==> src/rtl/memory_req_ctrl_pkg.sv <==
`default_nettype none
// +----------------------------------------------------------------------------+
// | memory_req_ctrl_pkg                                                        |
// | Shared types and constants for the memory request controller.             |
// | Rev 1.0 - initial release                                                  |
// +----------------------------------------------------------------------------+
package memory_req_ctrl_pkg;

    localparam int c_rsp_depth_min = 2;

    // Default memory word and the response entry built from it; the top
    // rebuilds the same layout from its own data_t.
    typedef logic [1:0] word_t;

    typedef struct packed {
        logic  is_wr;
        word_t data;
    } rsp_entry_t;

    function automatic int addr_width(input int depth);
        return (depth > 1) ? $clog2(depth) : 1;
    endfunction

endpackage
`default_nettype wire

==> src/rtl/memory_if.sv <==
`default_nettype none
// +----------------------------------------------------------------------------+
// | memory_if                                                                  |
// | Single-cycle memory port: read data returns one cycle after enable.       |
// | Rev 1.0 - initial release                                                  |
// +----------------------------------------------------------------------------+
interface memory_if #(
    parameter int  DEPTH  = 2,
    parameter type data_t = logic [1:0]
) ();
    import memory_req_ctrl_pkg::*;

    localparam int ADDR_W = addr_width(DEPTH);

    logic              enable;
    logic              wr_en;
    logic [ADDR_W-1:0] addr;
    data_t             write_data;
    data_t             read_data;

    modport src (output enable, wr_en, addr, write_data, input read_data);
    modport dst (input enable, wr_en, addr, write_data, output read_data);

endinterface
`default_nettype wire

==> src/rtl/memory_req_ctrl_fifo.sv <==
`default_nettype none
// +----------------------------------------------------------------------------+
// | memory_req_ctrl_fifo                                                       |
// | In-order response FIFO with occupancy count; any DEPTH >= 2.              |
// | Rev 1.0 - initial release                                                  |
// +----------------------------------------------------------------------------+
module memory_req_ctrl_fifo #(
    parameter  int WIDTH = 2,
    parameter  int DEPTH = 4,
    localparam int CNT_W = $clog2(DEPTH + 1)
) (
    input  logic             clk,
    input  logic             rst,
    input  logic             push,
    input  logic [WIDTH-1:0] push_data,
    input  logic             pop,
    output logic [WIDTH-1:0] head,
    output logic             empty,
    output logic [CNT_W-1:0] count
);

    localparam int c_ptr_w  = (DEPTH > 1) ? $clog2(DEPTH) : 1;
    localparam int c_last_i = DEPTH - 1;
    localparam int c_one_i  = 1;

    localparam logic [c_ptr_w-1:0] c_ptr_last = c_last_i[c_ptr_w-1:0];
    localparam logic [c_ptr_w-1:0] c_ptr_one  = c_one_i[c_ptr_w-1:0];
    localparam logic [CNT_W-1:0]   c_cnt_one  = c_one_i[CNT_W-1:0];
    localparam logic [CNT_W-1:0]   c_cnt_full = DEPTH[CNT_W-1:0];

    logic [WIDTH-1:0]   r_mem [DEPTH];
    logic [c_ptr_w-1:0] r_wptr;
    logic [c_ptr_w-1:0] r_rptr;
    logic [CNT_W-1:0]   r_count;
    logic               w_do_push;
    logic               w_do_pop;

    assign w_do_push = push & (r_count != c_cnt_full);
    assign w_do_pop  = pop & (r_count != '0);

    assign head  = r_mem[r_rptr];
    assign empty = (r_count == '0);
    assign count = r_count;

    always_ff @(posedge clk or posedge rst) begin
        if (rst) begin
            r_wptr  <= '0;
            r_rptr  <= '0;
            r_count <= '0;
        end else begin
            // Explicit wrap so non-power-of-two depths stay in range
            if (w_do_push) begin
                r_wptr <= (r_wptr == c_ptr_last) ? '0 : r_wptr + c_ptr_one;
            end
            if (w_do_pop) begin
                r_rptr <= (r_rptr == c_ptr_last) ? '0 : r_rptr + c_ptr_one;
            end
            case ({w_do_push, w_do_pop})
                2'b10:   r_count <= r_count + c_cnt_one;
                2'b01:   r_count <= r_count - c_cnt_one;
                default: r_count <= r_count;
            endcase
        end
    end

    always_ff @(posedge clk) begin
        if (w_do_push) begin
            r_mem[r_wptr] <= push_data;
        end
    end

endmodule
`default_nettype wire

==> src/rtl/memory_req_ctrl.sv <==
`default_nettype none
// +----------------------------------------------------------------------------+
// | memory_req_ctrl                                                            |
// | Credit-based initiator for memory_if with an in-order response channel.   |
// | Optional write acks: define MEMORY_REQ_CTRL_WRACK_EN.                      |
// | Rev 1.0 - initial release                                                  |
// +----------------------------------------------------------------------------+
module memory_req_ctrl
    import memory_req_ctrl_pkg::*;
#(
    parameter  int  DEPTH     = 2,
    parameter  type data_t    = logic [1:0],
    parameter  int  RSP_DEPTH = 4,
    localparam int  ADDR_W    = addr_width(DEPTH)
) (
    input  logic              clk,
    input  logic              rst,
    input  logic              cmd_valid,
    output logic              cmd_ready,
    input  logic              cmd_wr,
    input  logic [ADDR_W-1:0] cmd_addr,
    input  data_t             cmd_wdata,
    memory_if.src             mem_port,
    output logic              rsp_valid,
    input  logic              rsp_ready,
    output data_t             rsp_data,
    output logic              rsp_is_wr
);

    localparam int c_data_w = $bits(data_t);
`ifdef MEMORY_REQ_CTRL_WRACK_EN
    localparam int c_entry_w = c_data_w + 1;
`else
    localparam int c_entry_w = c_data_w;
`endif
    localparam int c_cnt_w = $clog2(RSP_DEPTH + 1);

    localparam logic [c_cnt_w:0] c_credit_lim = RSP_DEPTH[c_cnt_w:0];

    generate
        if (RSP_DEPTH < c_rsp_depth_min) begin : g_bad_rsp_depth
            $error("memory_req_ctrl: RSP_DEPTH must be at least %0d", c_rsp_depth_min);
        end
    endgenerate

    logic                 r_inflight;
    logic                 w_need_rsp;
    logic                 w_credit_ok;
    logic                 w_fire;
    logic                 w_pop;
    logic                 w_empty;
    logic [c_cnt_w-1:0]   w_count;
    logic [c_cnt_w:0]     w_used;
    logic [c_entry_w-1:0] w_push_data;
    logic [c_entry_w-1:0] w_head;

    // Credit ignores a same-cycle pop so rsp_ready never reaches cmd_ready
    assign w_used      = {1'b0, w_count} + {{c_cnt_w{1'b0}}, r_inflight};
    assign w_credit_ok = (w_used < c_credit_lim);
    assign cmd_ready   = ~rst & (~w_need_rsp | w_credit_ok);
    assign w_fire      = cmd_valid & cmd_ready;

    assign mem_port.enable     = w_fire;
    assign mem_port.wr_en      = cmd_wr;
    assign mem_port.addr       = cmd_addr;
    assign mem_port.write_data = cmd_wdata;

    always_ff @(posedge clk or posedge rst) begin
        if (rst) begin
            r_inflight <= 1'b0;
        end else begin
            r_inflight <= w_fire & w_need_rsp;
        end
    end

    assign rsp_valid = ~w_empty;
    assign w_pop     = rsp_valid & rsp_ready;

`ifdef MEMORY_REQ_CTRL_WRACK_EN
    typedef struct packed {
        logic  is_wr;
        data_t data;
    } entry_t;

    logic   r_inflight_wr;
    entry_t w_push_entry;
    entry_t w_head_entry;

    assign w_need_rsp = 1'b1;

    always_ff @(posedge clk or posedge rst) begin
        if (rst) begin
            r_inflight_wr <= 1'b0;
        end else begin
            r_inflight_wr <= w_fire & cmd_wr;
        end
    end

    always_comb begin
        w_push_entry       = '0;
        w_push_entry.is_wr = r_inflight_wr;
        w_push_entry.data  = r_inflight_wr ? '0 : mem_port.read_data;
    end

    assign w_push_data  = w_push_entry;
    assign w_head_entry = w_head;
    assign rsp_is_wr    = rsp_valid & w_head_entry.is_wr;
    assign rsp_data     = rsp_valid ? w_head_entry.data : '0;
`else
    assign w_need_rsp  = ~cmd_wr;
    assign w_push_data = mem_port.read_data;
    assign rsp_is_wr   = 1'b0;
    assign rsp_data    = rsp_valid ? w_head : '0;
`endif

    memory_req_ctrl_fifo #(
        .WIDTH (c_entry_w),
        .DEPTH (RSP_DEPTH)
    ) u_rsp_fifo (
        .clk       (clk),
        .rst       (rst),
        .push      (r_inflight),
        .push_data (w_push_data),
        .pop       (w_pop),
        .head      (w_head),
        .empty     (w_empty),
        .count     (w_count)
    );

endmodule
`default_nettype wire
==> src/flat_wrapper.sv <==
// flat-port wrapper written by rule: the top's interface ports become plain ports
module memory_req_ctrl_flat import memory_req_ctrl_pkg::*;
#(
    parameter  int  DEPTH     = 2,
    parameter  type data_t    = logic [1:0],
    parameter  int  RSP_DEPTH = 4,
    localparam int  ADDR_W    = addr_width(DEPTH)
)
  (clk, rst, cmd_valid, cmd_ready, cmd_wr, cmd_addr, cmd_wdata, rsp_valid, rsp_ready, rsp_data, rsp_is_wr, mem_port_enable, mem_port_wr_en, mem_port_addr, mem_port_write_data, mem_port_read_data);
  memory_if #(.DEPTH(DEPTH), .data_t(data_t)) mem_port_i ();
  input  logic clk;
  input  logic rst;
  input  logic cmd_valid;
  output logic cmd_ready;
  input  logic cmd_wr;
  input  logic [ADDR_W-1:0] cmd_addr;
  input  data_t cmd_wdata;
  output logic rsp_valid;
  input  logic rsp_ready;
  output data_t rsp_data;
  output logic rsp_is_wr;
  output wire logic [$bits(mem_port_i.enable)-1:0] mem_port_enable;
  output wire logic [$bits(mem_port_i.wr_en)-1:0] mem_port_wr_en;
  output wire logic [$bits(mem_port_i.addr)-1:0] mem_port_addr;
  output wire logic [$bits(mem_port_i.write_data)-1:0] mem_port_write_data;
  input wire logic [$bits(mem_port_i.read_data)-1:0] mem_port_read_data;
  assign mem_port_enable = mem_port_i.enable;
  assign mem_port_wr_en = mem_port_i.wr_en;
  assign mem_port_addr = mem_port_i.addr;
  assign mem_port_write_data = mem_port_i.write_data;
  assign mem_port_i.read_data = mem_port_read_data;
  memory_req_ctrl #(.DEPTH(DEPTH), .data_t(data_t), .RSP_DEPTH(RSP_DEPTH)) u_core (.clk(clk), .rst(rst), .cmd_valid(cmd_valid), .cmd_ready(cmd_ready), .cmd_wr(cmd_wr), .cmd_addr(cmd_addr), .cmd_wdata(cmd_wdata), .mem_port(mem_port_i), .rsp_valid(rsp_valid), .rsp_ready(rsp_ready), .rsp_data(rsp_data), .rsp_is_wr(rsp_is_wr));
endmodule
==> config.mk <==
export PLATFORM = sky130hd
export DESIGN_NAME = memory_req_ctrl_flat
export DESIGN_NICKNAME = d
export VERILOG_FILES = /design/src/rtl/memory_req_ctrl_pkg.sv /design/src/rtl/memory_if.sv /design/src/rtl/memory_req_ctrl_fifo.sv /design/src/rtl/memory_req_ctrl.sv /design/src/flat_wrapper.sv
export SDC_FILE = /design/constraint.sdc
export NUM_CORES = 1
export LEC_CHECK = 0
export CORE_MARGIN = 2
export CORE_UTILIZATION = 48
export CTS_BUF_LIST = sky130_fd_sc_hd__clkbuf_4 sky130_fd_sc_hd__clkbuf_8 sky130_fd_sc_hd__clkbuf_16
export DETAILED_ROUTE_END_ITERATION = 12
export PLACE_DENSITY = 0.77
export SYNTH_ARGS = -nofsm -noshare
export SYNTH_HDL_FRONTEND = slang
export SYNTH_SLANG_ARGS = --single-unit
==> constraint.sdc <==
create_clock -name clk -period 2.2 [get_ports clk]
set_input_delay 0.33 -clock clk [delete_from_list [all_inputs] [get_ports clk]]
set_output_delay 0.33 -clock clk [all_outputs]
set_load 0.02 [all_outputs]
# [After elaboration in Yosys (flattened, before gate mapping)]
# Memory sizes are Yosys's and may differ from the RTL's.
# Index checks and enable logic that the tools add are counted.
# W data, S select, Z words.
[totals] input_bits=10 out_inout_bits=10 ram_bits=8 memories=1 reg_bits=8
[mem_list] name="u_core.u_rsp_fifo.r_mem" words=4 width=2 read_ports=1 rd_ports_with_merged_regs=0 write_ports=1 line="memory_req_ctrl_fifo.sv:31" rtl="logic [WIDTH-1:0] r_mem [DEPTH];"
[op_classes] n_eq_ne=5 magnitude_cmp=1 n_reduce_logical=3 add_sub_neg=5 bitwise_logic=10 muxes=6
[ops] op="$and A1 B1 Y1" count=6
[ops] op="$eq A2 B2 Y1 const B" count=3
[ops] op="$mux W2" count=3
[ops] op="$pmux W3 S2" count=1
[ops] op="$add A2 B1 Y2 const B" count=2
[ops] op="$add A3 B1 Y4" count=1
[ops] op="$lt A4 B3 Y1 const B" count=1
[ops] op="$add A3 B1 Y3 const B" count=1
[ops] op="$logic_not A3 Y1" count=1
[ops] op="$ne A3 B3 Y1 const B" count=1
[ops] op="$not A1 Y1" count=3
[ops] op="$reduce_bool A3 Y1" count=1
[ops] op="$sub A3 B1 Y3 const B" count=1
[ops] op="$eq A2 B1 Y1 const B" count=1
[ops] op="$mux W1" count=2
[ops] op="$reduce_bool A2 Y1" count=1
[ops] op="$or A1 B1 Y1" count=1

# [Longest topological paths before layout]
# Gate-level depths: netlist of the first run.
[depth] word_depth=6 mapped_depth=9 ltp_nobuf=9

# [Cells and area by module]
# From an unflattened synthesis of the first run, not the netlist that was laid out.
[unflattened] cells_unflattened=70 hier_area_um2=899.6
[by_module_without_submodules] module="memory_req_ctrl_fifo" cells_each=51 n_inst=1 area_per_inst_um2=759.5
[by_module_without_submodules] module="memory_req_ctrl" cells_each=19 n_inst=1 area_per_inst_um2=140.1

# [Worst setup path before layout of the first run]
# OpenSTA, ideal clock, no wires.
[synth_path] path_kind="flip-flop to flip-flop" startpoint="register u_core.u_rsp_fifo.r_count[0], in the netlist u_core.u_rsp_fifo.count[0]" endpoint="register u_core.u_rsp_fifo.r_count[2], in the netlist u_core.u_rsp_fifo.count[2]" arrival_ns=1.719 synth_period_minus_slack_ns=1.846 required_time_ns=2.073 setup_ns=0.127 path_stages_with_launch=10 path_slack_ns=0.354 cell_sequence="dfrtp_1 -> or3_4 -> nand2_4 -> inv_1 -> ha_1 -> inv_1 -> fa_1 -> xor2_1 -> nor2_1 -> xor2_1"
[synth_via] elab_chain_cells=6 word_cells_on_any_way=13 cone_classes="add/sub (2); eq/ne (3); mux (1); bitwise (4); reduce/logical (3)"
[synth_lines] element="start: declaration" line="memory_req_ctrl_fifo.sv:34" rtl="logic [CNT_W-1:0] r_count;"
[synth_lines] element="start signal: assignment" line="memory_req_ctrl_fifo.sv:59" rtl="2'b10: r_count <= r_count + c_cnt_one;"
[synth_lines] element="start signal: assignment" line="memory_req_ctrl_fifo.sv:60" rtl="2'b01: r_count <= r_count - c_cnt_one;"
[synth_lines] element="start signal: assignment" line="memory_req_ctrl_fifo.sv:61" rtl="default: r_count <= r_count;"
[synth_lines] element="$logic_not A3 Y1 *" line="memory_req_ctrl_fifo.sv:42" rtl="assign empty = (r_count == '0);"
[synth_lines] element="$not A1 Y1 *" line="memory_req_ctrl.sv:76" rtl="assign rsp_valid = ~w_empty;"
[synth_lines] element="net rsp_valid" line="flat_wrapper.sv:18" rtl="output logic rsp_valid;"
[synth_lines] element="$and A1 B1 Y1 *" line="memory_req_ctrl.sv:77" rtl="assign w_pop = rsp_valid & rsp_ready;"
[synth_lines] element="$and A1 B1 Y1 *" line="memory_req_ctrl_fifo.sv:39" rtl="assign w_do_pop = pop & (r_count != '0);"
[synth_lines] element="net u_core.u_rsp_fifo.w_do_pop" line="memory_req_ctrl_fifo.sv:36" rtl="logic w_do_pop;"
[synth_lines] element="$eq A2 B1 Y1 or $eq A2 B2 Y1 (tied branches)" line="memory_req_ctrl_fifo.sv:58" rtl="case ({w_do_push, w_do_pop})"
[synth_lines] element="$pmux W3 S2 or $reduce_bool A2 Y1 (tied branches)"
# Mark *: on every way through the listed nets, which the timed path passes. The rest lies on a longest branch.
# A chain may end at the register's enable or synchronous reset.

# [Worst setup path after layout of the first run]
[layout_path] startpoint="register u_core.u_rsp_fifo.r_count[2], in the netlist u_core.u_rsp_fifo.count[2]" endpoint="output cmd_ready"
[layout_via] elab_chain_cells=4
[layout_lines] element="$add A3 B1 Y4" line="memory_req_ctrl.sv:58" rtl="assign w_used = {1'b0, w_count} + {{c_cnt_w{1'b0}}, r_inflight};"
[layout_lines] element="$lt A4 B3 Y1" line="memory_req_ctrl.sv:59" rtl="assign w_credit_ok = (w_used < c_credit_lim);"
[layout_lines] element="$or A1 B1 Y1" line="memory_req_ctrl.sv:60" rtl="assign cmd_ready = ~rst & (~w_need_rsp | w_credit_ok);"
[layout_lines] element="$and A1 B1 Y1" line="memory_req_ctrl.sv:60"
[layout_lines] element="end: declaration" line="flat_wrapper.sv:14" rtl="output logic cmd_ready;"
# Every way passes these cells.

==> reports/qor.yml, run 1 <==
status: "finished, final reports clean"
post_cts_buffers: 0
routed_wl_mm: 1.190
area_delta_synth_final_pct: 17.12
ir_drop_uv: 599.2
clockBufferDepth: 2
numCtsBuffers: 3
drv_slew: 0
rsz0062_at_grt: "no"
hold_class: "in2async"
insertion_delay_ps: 280
synthesis.area_um2: 869.6
grt_util_all_layers_pct: 12.98
synth_nets: 83
via_per_inst: 4.583
grt_pass1_wl_mm: 1.849
core_um2: 1708
cp_num_buf_inv: 1
drive_gt1_share_pct: 16.67
r2r-start: "u_core.u_rsp_fifo.count[0]"
finalCritPeriodShare_pct: 93.92
vias: 472
grt_overflow: 0
n_antenna_cell: 0
cp_slowest_cell: "clkdlybuf4s50_1"
crit_path_frequent_cell: "nor2_1"
path_cells: "a31oi_1, nor2_1, nor2_1, clkdlybuf4s50_1"
gp_congestion: 0.7633
power_density_nw_per_um2: 1109
nets: 96
cp.required_ps: 1870
startpoint: "u_core.u_rsp_fifo.count[2]"
drv_cap: 0
initial_core_util_pct: 50.92
grt_max_degree: 10
setup-tns-final_ps: 0
finalInstanceArea_um2: 1018
cp-end-kind: "primary output"
grt_pass1_vias: 423
root_buffer: "clkbuf_4"
dr.pass1.iters: 4
wire_per_inst_um: 11.55
yosys_warnings: 0
cts_tree: "yes"
cpPeakStageDelay_ps: 610
place_area_um2: 991.0
syn_area_per_cell_um2: 13.18
postSynthCellCount: 66
cts.clk_slew.worst_paths_ps: 90
ys_seq_area_share_pct: 50.65
place_inst: 99
io_pins: 20
path_max_fanout: 4
hold_viol: 0
cts_max_level: 1
cp_top_family: "buffers and inverters"
die_area_um2: 2168
clock_skew_ps: 4.906
cts.sinks: 16
port_buffers: 12
critical_path_class: "reg2out"
cellLeakagePower_nw: 0.4495
post-dp-hpwl_um: 987.1
post-route-drc-count: 0
antenna_found_initial: 0
start_kind: "register"
crit_arrival_ps: 1740
period_needed_ps: 2066
yosysUniqueCellTypes: 22
finalSetupViolCount: 0
die_y_um: 46.57
chipWidth_um: 46.57
fin_cells: 103
drt-initial-drc-count: 10
power_w: 0.001129
max_freq_mhz: 484.0
ys_ff_latch: 16
fp-row-count: 15
drt.antenna.violating_nets: 0
worst register-to-register path: cells and delay by family (launching register included):
kind,cells,cell delay (ps)
simple gates,3,610
flops,1,430
fa+ha+maj,2,380
xor+xnor,2,290
buf+inv,2,120
layer usage:
layer / share of wire (%) / vias to the layer above / routed length [um] / track usage [%]
li1: - / 238 / - / -
met1: 42 / 220 / 505 / 16.00
met2: 51 / 10 / 611 / 18.33
met3: 5.1 / 4 / 61 / 7.059
met4: 1.0 / 0 / 12 / 6.286
met5: 0 / - / 0 / 0
path summary, 6_finish.rpt:
check	to	slack, ps	depth (start not counted)
max reg2reg	u_core.u_rsp_fifo.count[2]	260	9
min reg2reg	u_core.u_rsp_fifo.count[0]	550	1
min	u_core.u_rsp_fifo.count[1]	360	3
max	cmd_ready	130	4
max in group asynchronous	u_core.u_rsp_fifo.r_rptr[0]	1700	3
min in group clk	u_core.u_rsp_fifo.count[0]	550	1
stage by stage:
stage / worst slack, ps / hold slack, ps / util, %
global route: 22.79 / 362.4 / 59.63
CTS: 95.34 / 354.9 / 59.49
detailed placement: 97.74 / 526.1 / 58.02
floorplan: 353.6 / 153.7 / -
global placement: 177.4 / 507.6 / 58.02
finish: 133.8 / 361.0 / 59.63
report_power, final:
group          leakage (nW)  internal [W]  switching, W
combinational         0.267      0.000264      0.000236
clock                0.0154     0.0000657     0.0000826
sequential            0.168      0.000393     0.0000880
cells in the mapped netlist (all sizes together):
library cell | count | area (um^2)
a31oi | 2 | 27.53
xor2 | 2 | 17.52
ha | 6 | 75.07
mux2i | 1 | 10.01
mux2 | 4 | 52.55
xnor2 | 1 | 8.760
nor3b | 1 | 7.510
or3 | 1 | 11.26
mux4 | 2 | 48.80
and2 | 6 | 37.54
fa | 1 | 20.02
nor2 | 6 | 22.52
edfxtp | 8 | 240.2
dfrtp | 8 | 200.2
conb | 1 | 3.750
nand2 | 2 | 15.01
buf | 5 | 37.54
inv | 9 | 33.78
cells by family (layout without fill, tap and decap cells):
logic type	Yosys count	count (layout)	synth area share (%)
flip-flops	16	16	50.65
AND/OR/NAND/NOR	16	16	10.79
buffers and inverters	14	26	8.202
adder cells (fa/ha/maj)	7	7	10.94
multiplexers	7	7	12.81
XOR/XNOR	3	3	3.022
AO/OA/AOI/OAI	2	2	3.166
other	1	1	0.4312
state kept, by name, summed over array words and instances, names as in the netlist:
register,count
u_core.u_rsp_fifo.r_rptr,2
u_core.u_rsp_fifo.r_mem,8
u_core.u_rsp_fifo.count,3
u_core.u_rsp_fifo.r_wptr,2
u_core.r_inflight,1
cell type report:
cell class | count | area (um^2)
clock inverters | 1 | 3.754
clock buffers | 3 | 22.52
fillers | 139 | 689.4
flip-flops and latches | 16 | 441.7
repair buffers | 13 | 127.6
well taps | 25 | 31.28
multi-input cells | 36 | 357.8
inverters | 9 | 33.78
repair_timing:
item,4_1_cts,5_1_grt
gates resized for setup,3,1
gates cloned,0,0
setup endpoints to repair,2,1
hold buffers,0,0
endpoints found under the hold margin,0,0
placed cells by master (no fill, tap or decap), drive strengths merged:
| cell | instances |
|---|---|
| clkbuf | 3 |
| buf | 1 |
| and2 | 6 |
| ha | 6 |
| dfrtp | 8 |
| dlygate4sd2 | 2 |
| mux4 | 2 |
| edfxtp | 8 |
| a31oi | 2 |
| clkinv | 1 |
| fa | 1 |
| nor3b | 1 |
| nor2 | 6 |
| or3 | 1 |
| clkdlybuf4s50 | 9 |
| mux2 | 4 |
| conb | 1 |
| inv | 9 |
| dlymetal6s2s | 1 |
| xnor2 | 1 |
| mux2i | 1 |
| xor2 | 2 |
| nand2 | 2 |
Note: power is estimated with default switching activity, not from simulation.
==> inputs of run 2 (changes only) <==
--- a/config.mk
+++ b/config.mk
@@ -5,6 +5,7 @@
 export SDC_FILE = /design/constraint.sdc
 export NUM_CORES = 1
 export LEC_CHECK = 0
+export CAP_MARGIN = 10
 export CORE_MARGIN = 2
 export CORE_UTILIZATION = 48
 export CTS_BUF_LIST = sky130_fd_sc_hd__clkbuf_4 sky130_fd_sc_hd__clkbuf_8 sky130_fd_sc_hd__clkbuf_16
==> results of run 2 <==
Final layout, timing and power as in run 1 (identical DEF).
==> inputs of run 3 (changes only) <==
--- a/config.mk
+++ b/config.mk
@@ -10,6 +10,7 @@
 export CORE_UTILIZATION = 48
 export CTS_BUF_LIST = sky130_fd_sc_hd__clkbuf_4 sky130_fd_sc_hd__clkbuf_8 sky130_fd_sc_hd__clkbuf_16
 export DETAILED_ROUTE_END_ITERATION = 12
+export GPL_ROUTABILITY_DRIVEN = 0
 export PLACE_DENSITY = 0.77
 export SYNTH_ARGS = -nofsm -noshare
 export SYNTH_HDL_FRONTEND = slang
==> results of run 3 <==
Final layout, timing and power as in run 1 (identical DEF).
==> RTL edit (config.mk and constraints of run 1) <==
Add a define of `MEMORY_REQ_CTRL_WRACK_EN`.
--- a/src/rtl/memory_req_ctrl.sv
+++ b/src/rtl/memory_req_ctrl.sv
@@ -5,6 +5,8 @@
 // | Optional write acks: define MEMORY_REQ_CTRL_WRACK_EN.                      |
 // | Rev 1.0 - initial release                                                  |
 // +----------------------------------------------------------------------------+
+`define MEMORY_REQ_CTRL_WRACK_EN
+
 module memory_req_ctrl
     import memory_req_ctrl_pkg::*;
 #(
Behaviour: not the same (Yosys sat finds a counterexample within 4 cycles, from zero or initial values and one cycle with rst high).
==> RTL edit against run 1 <==
Sequential cell count rose by 5. Cell area is 19% higher. Clock power is 26% higher. Die area grew 18%. Wire length rose by 9.4%. Area after synthesis grew 20%. Clock skew fell by 2.6 ps. Register-to-register slack hardly changed. Via count increased by 12%. Sequential share of layout area grew 4.9 points. Largest cell class unchanged. Total power is 23% higher. Non-clock buffer count rose by 1. Count of clock-buffer cells in the layout rose by 1. Setup slack lost 50 ps.
==> RTL edit: results (changes against run 1) <==
stage	metric	value	unit	change
yosys	multiplexer share of the synthesized area	13.22	%	+0.42 points
clock_network	Root Buffer	clkbuf_4		
clock_network	Clock Path Buffers	2		unchanged
clock_network	postcts setup bufs	0		unchanged
outcome	status	complete, no violations		
critical_path	Worst Path Max Fanout	2		-2
critical_path	Worst Path Arrival	1790	ps	+50 ps
place	port bufs	13		+1
yosys	ys async rst share	42.86	%	-7.1 points
sta	Max-slew headroom	76.67	%	
place	Post-DP HPWL	1051	µm	+6.5%
grt	largest net degree at the start of global routing	12		+2
sta	clk_skew	2.308	ps	-2.598 ps
grt	vias in the first global route	539		+27%
place	worst slack, placed	4.087	ps	-93.65 ps
yosys	Synth area leaders	edfxtp_1 35%, dfrtp_1 22%, ha_1 7.2%		
yosys	xor-xnor portion of the synthesized cell area	2.524	%	-0.50 points
yosys	compound-cell area share of the yosys netlist	2.885	%	-0.28 points
power_and_ir_drop	Static Leak	0.5132	nW	+14%
yosys	syn nets	87		+4.8%
critical_path	critical path endpoint category	output port		
yosys	Seq/Total Area, Yosys	56.25	%	+5.6 points
place	RD Place Congestion	0.7171		-6.1%
grt	first-pass GRT wire length	2304	µm	+25%
final_layout	max reg flops	12		+4
yosys	synth cell count leaders	12 x edfxtp_1, 9 x dfrtp_1, 9 x inv_1		
routing	detailed-route vias per instance	4.757		+3.8%
power_and_ir_drop	VDD IR max	0.6021	mV	+0.49%
yosys	area share of fa/ha/maj cells after synthesis	9.135	%	-1.8 points
grt	GRT Util Overall	12.39	%	-0.59 points
yosys	number of synthesized flops with an enable pin	12		+4
routing	Wirelength per Cell	11.73	µm	+1.5%
final_layout	layout cells sized above 1	17.86	%	+1.2 points
yosys	Netlist cell types	21		-4.5%
critical_path	slowest stage delay, CP	590	ps	-20 ps
routing	DR iter-0 viols	15		+5
final_layout	nets@finish	102		+6.3%
-- RTL edit: final timing paths --
kind / from / end / slack [ps]
setup reg to reg: u_core.u_rsp_fifo.count[2] / u_core.u_rsp_fifo.count[2] / 260
hold reg to reg: u_core.u_rsp_fifo.count[0] / u_core.u_rsp_fifo.count[0] / 570
max in group asynchronous: rst / u_core.u_rsp_fifo.r_rptr[0] / 1590
hold / removal: rst / u_core.r_inflight / 340
setup / recovery: rst / cmd_ready / 80
min in group clk: u_core.u_rsp_fifo.count[0] / u_core.u_rsp_fifo.count[0] / 570
-- RTL edit: layout make-up --
class,instances,area (µm²)
multi-input cells,36,397.9
fillers,159,787.0
inverters,9,33.78
well taps,27,33.78
clock buffers,4,30.03
repair buffers,14,132.6
flip-flops and latches,21,586.8
-- RTL edit: kinds of logic (layout without fill, tap and decap cells) --
logic type | after synthesis | in the layout
compound gates | 2 | 2
simple gates | 16 | 16
flops | 21 | 21
xor+xnor | 3 | 3
buf+inv | 13 | 27
fa+ha+maj | 7 | 7
mux | 8 | 8
-- RTL edit: layer usage --
layer,up-vias,global-route usage [%],wire length (µm)
met5,-,0,0
met4,0,7.658,34
li1,265,-,-
met2,14,19.52,620
met1,243,15.34,565
met3,6,2.976,82
-- RTL edit: worst reg2reg max path: cells and delay by family (launching register included) --
family,cells,cell delay [ps]
AND/OR/NAND/NOR,3,590
XOR/XNOR,2,270
buffers and inverters,2,120
flip-flops,1,470
adder cells (fa/ha/maj),2,370
-- RTL edit: report_power, final --
group          switching (mW)  total (mW)  internal (mW)
clock network           0.104       0.187         0.0828
logic                   0.268       0.584          0.315
registers               0.104       0.617          0.513
total                   0.476        1.39          0.911
-- RTL edit: metrics by stage --
stage / instance area (µm²) / instances / power (mW)
4_1_cts: 1209 / 111 / 1.400
6_report: 1215 / 111 / 1.387
3_5_place_dp: 1182 / 107 / 1.241
3_3_place_gp: 1182 / 107 / 1.223
2_1_floorplan: 1041 / 70 / 1.051
5_1_grt: 1215 / 111 / 1.500
-- RTL edit: timing repair --
item | 4_1_cts | 5_1_grt
hold buffers | 0 | 0
pin swaps | 0 | 0
endpoints found under the setup margin | 4 | 1
gates resized for setup | 5 | 1
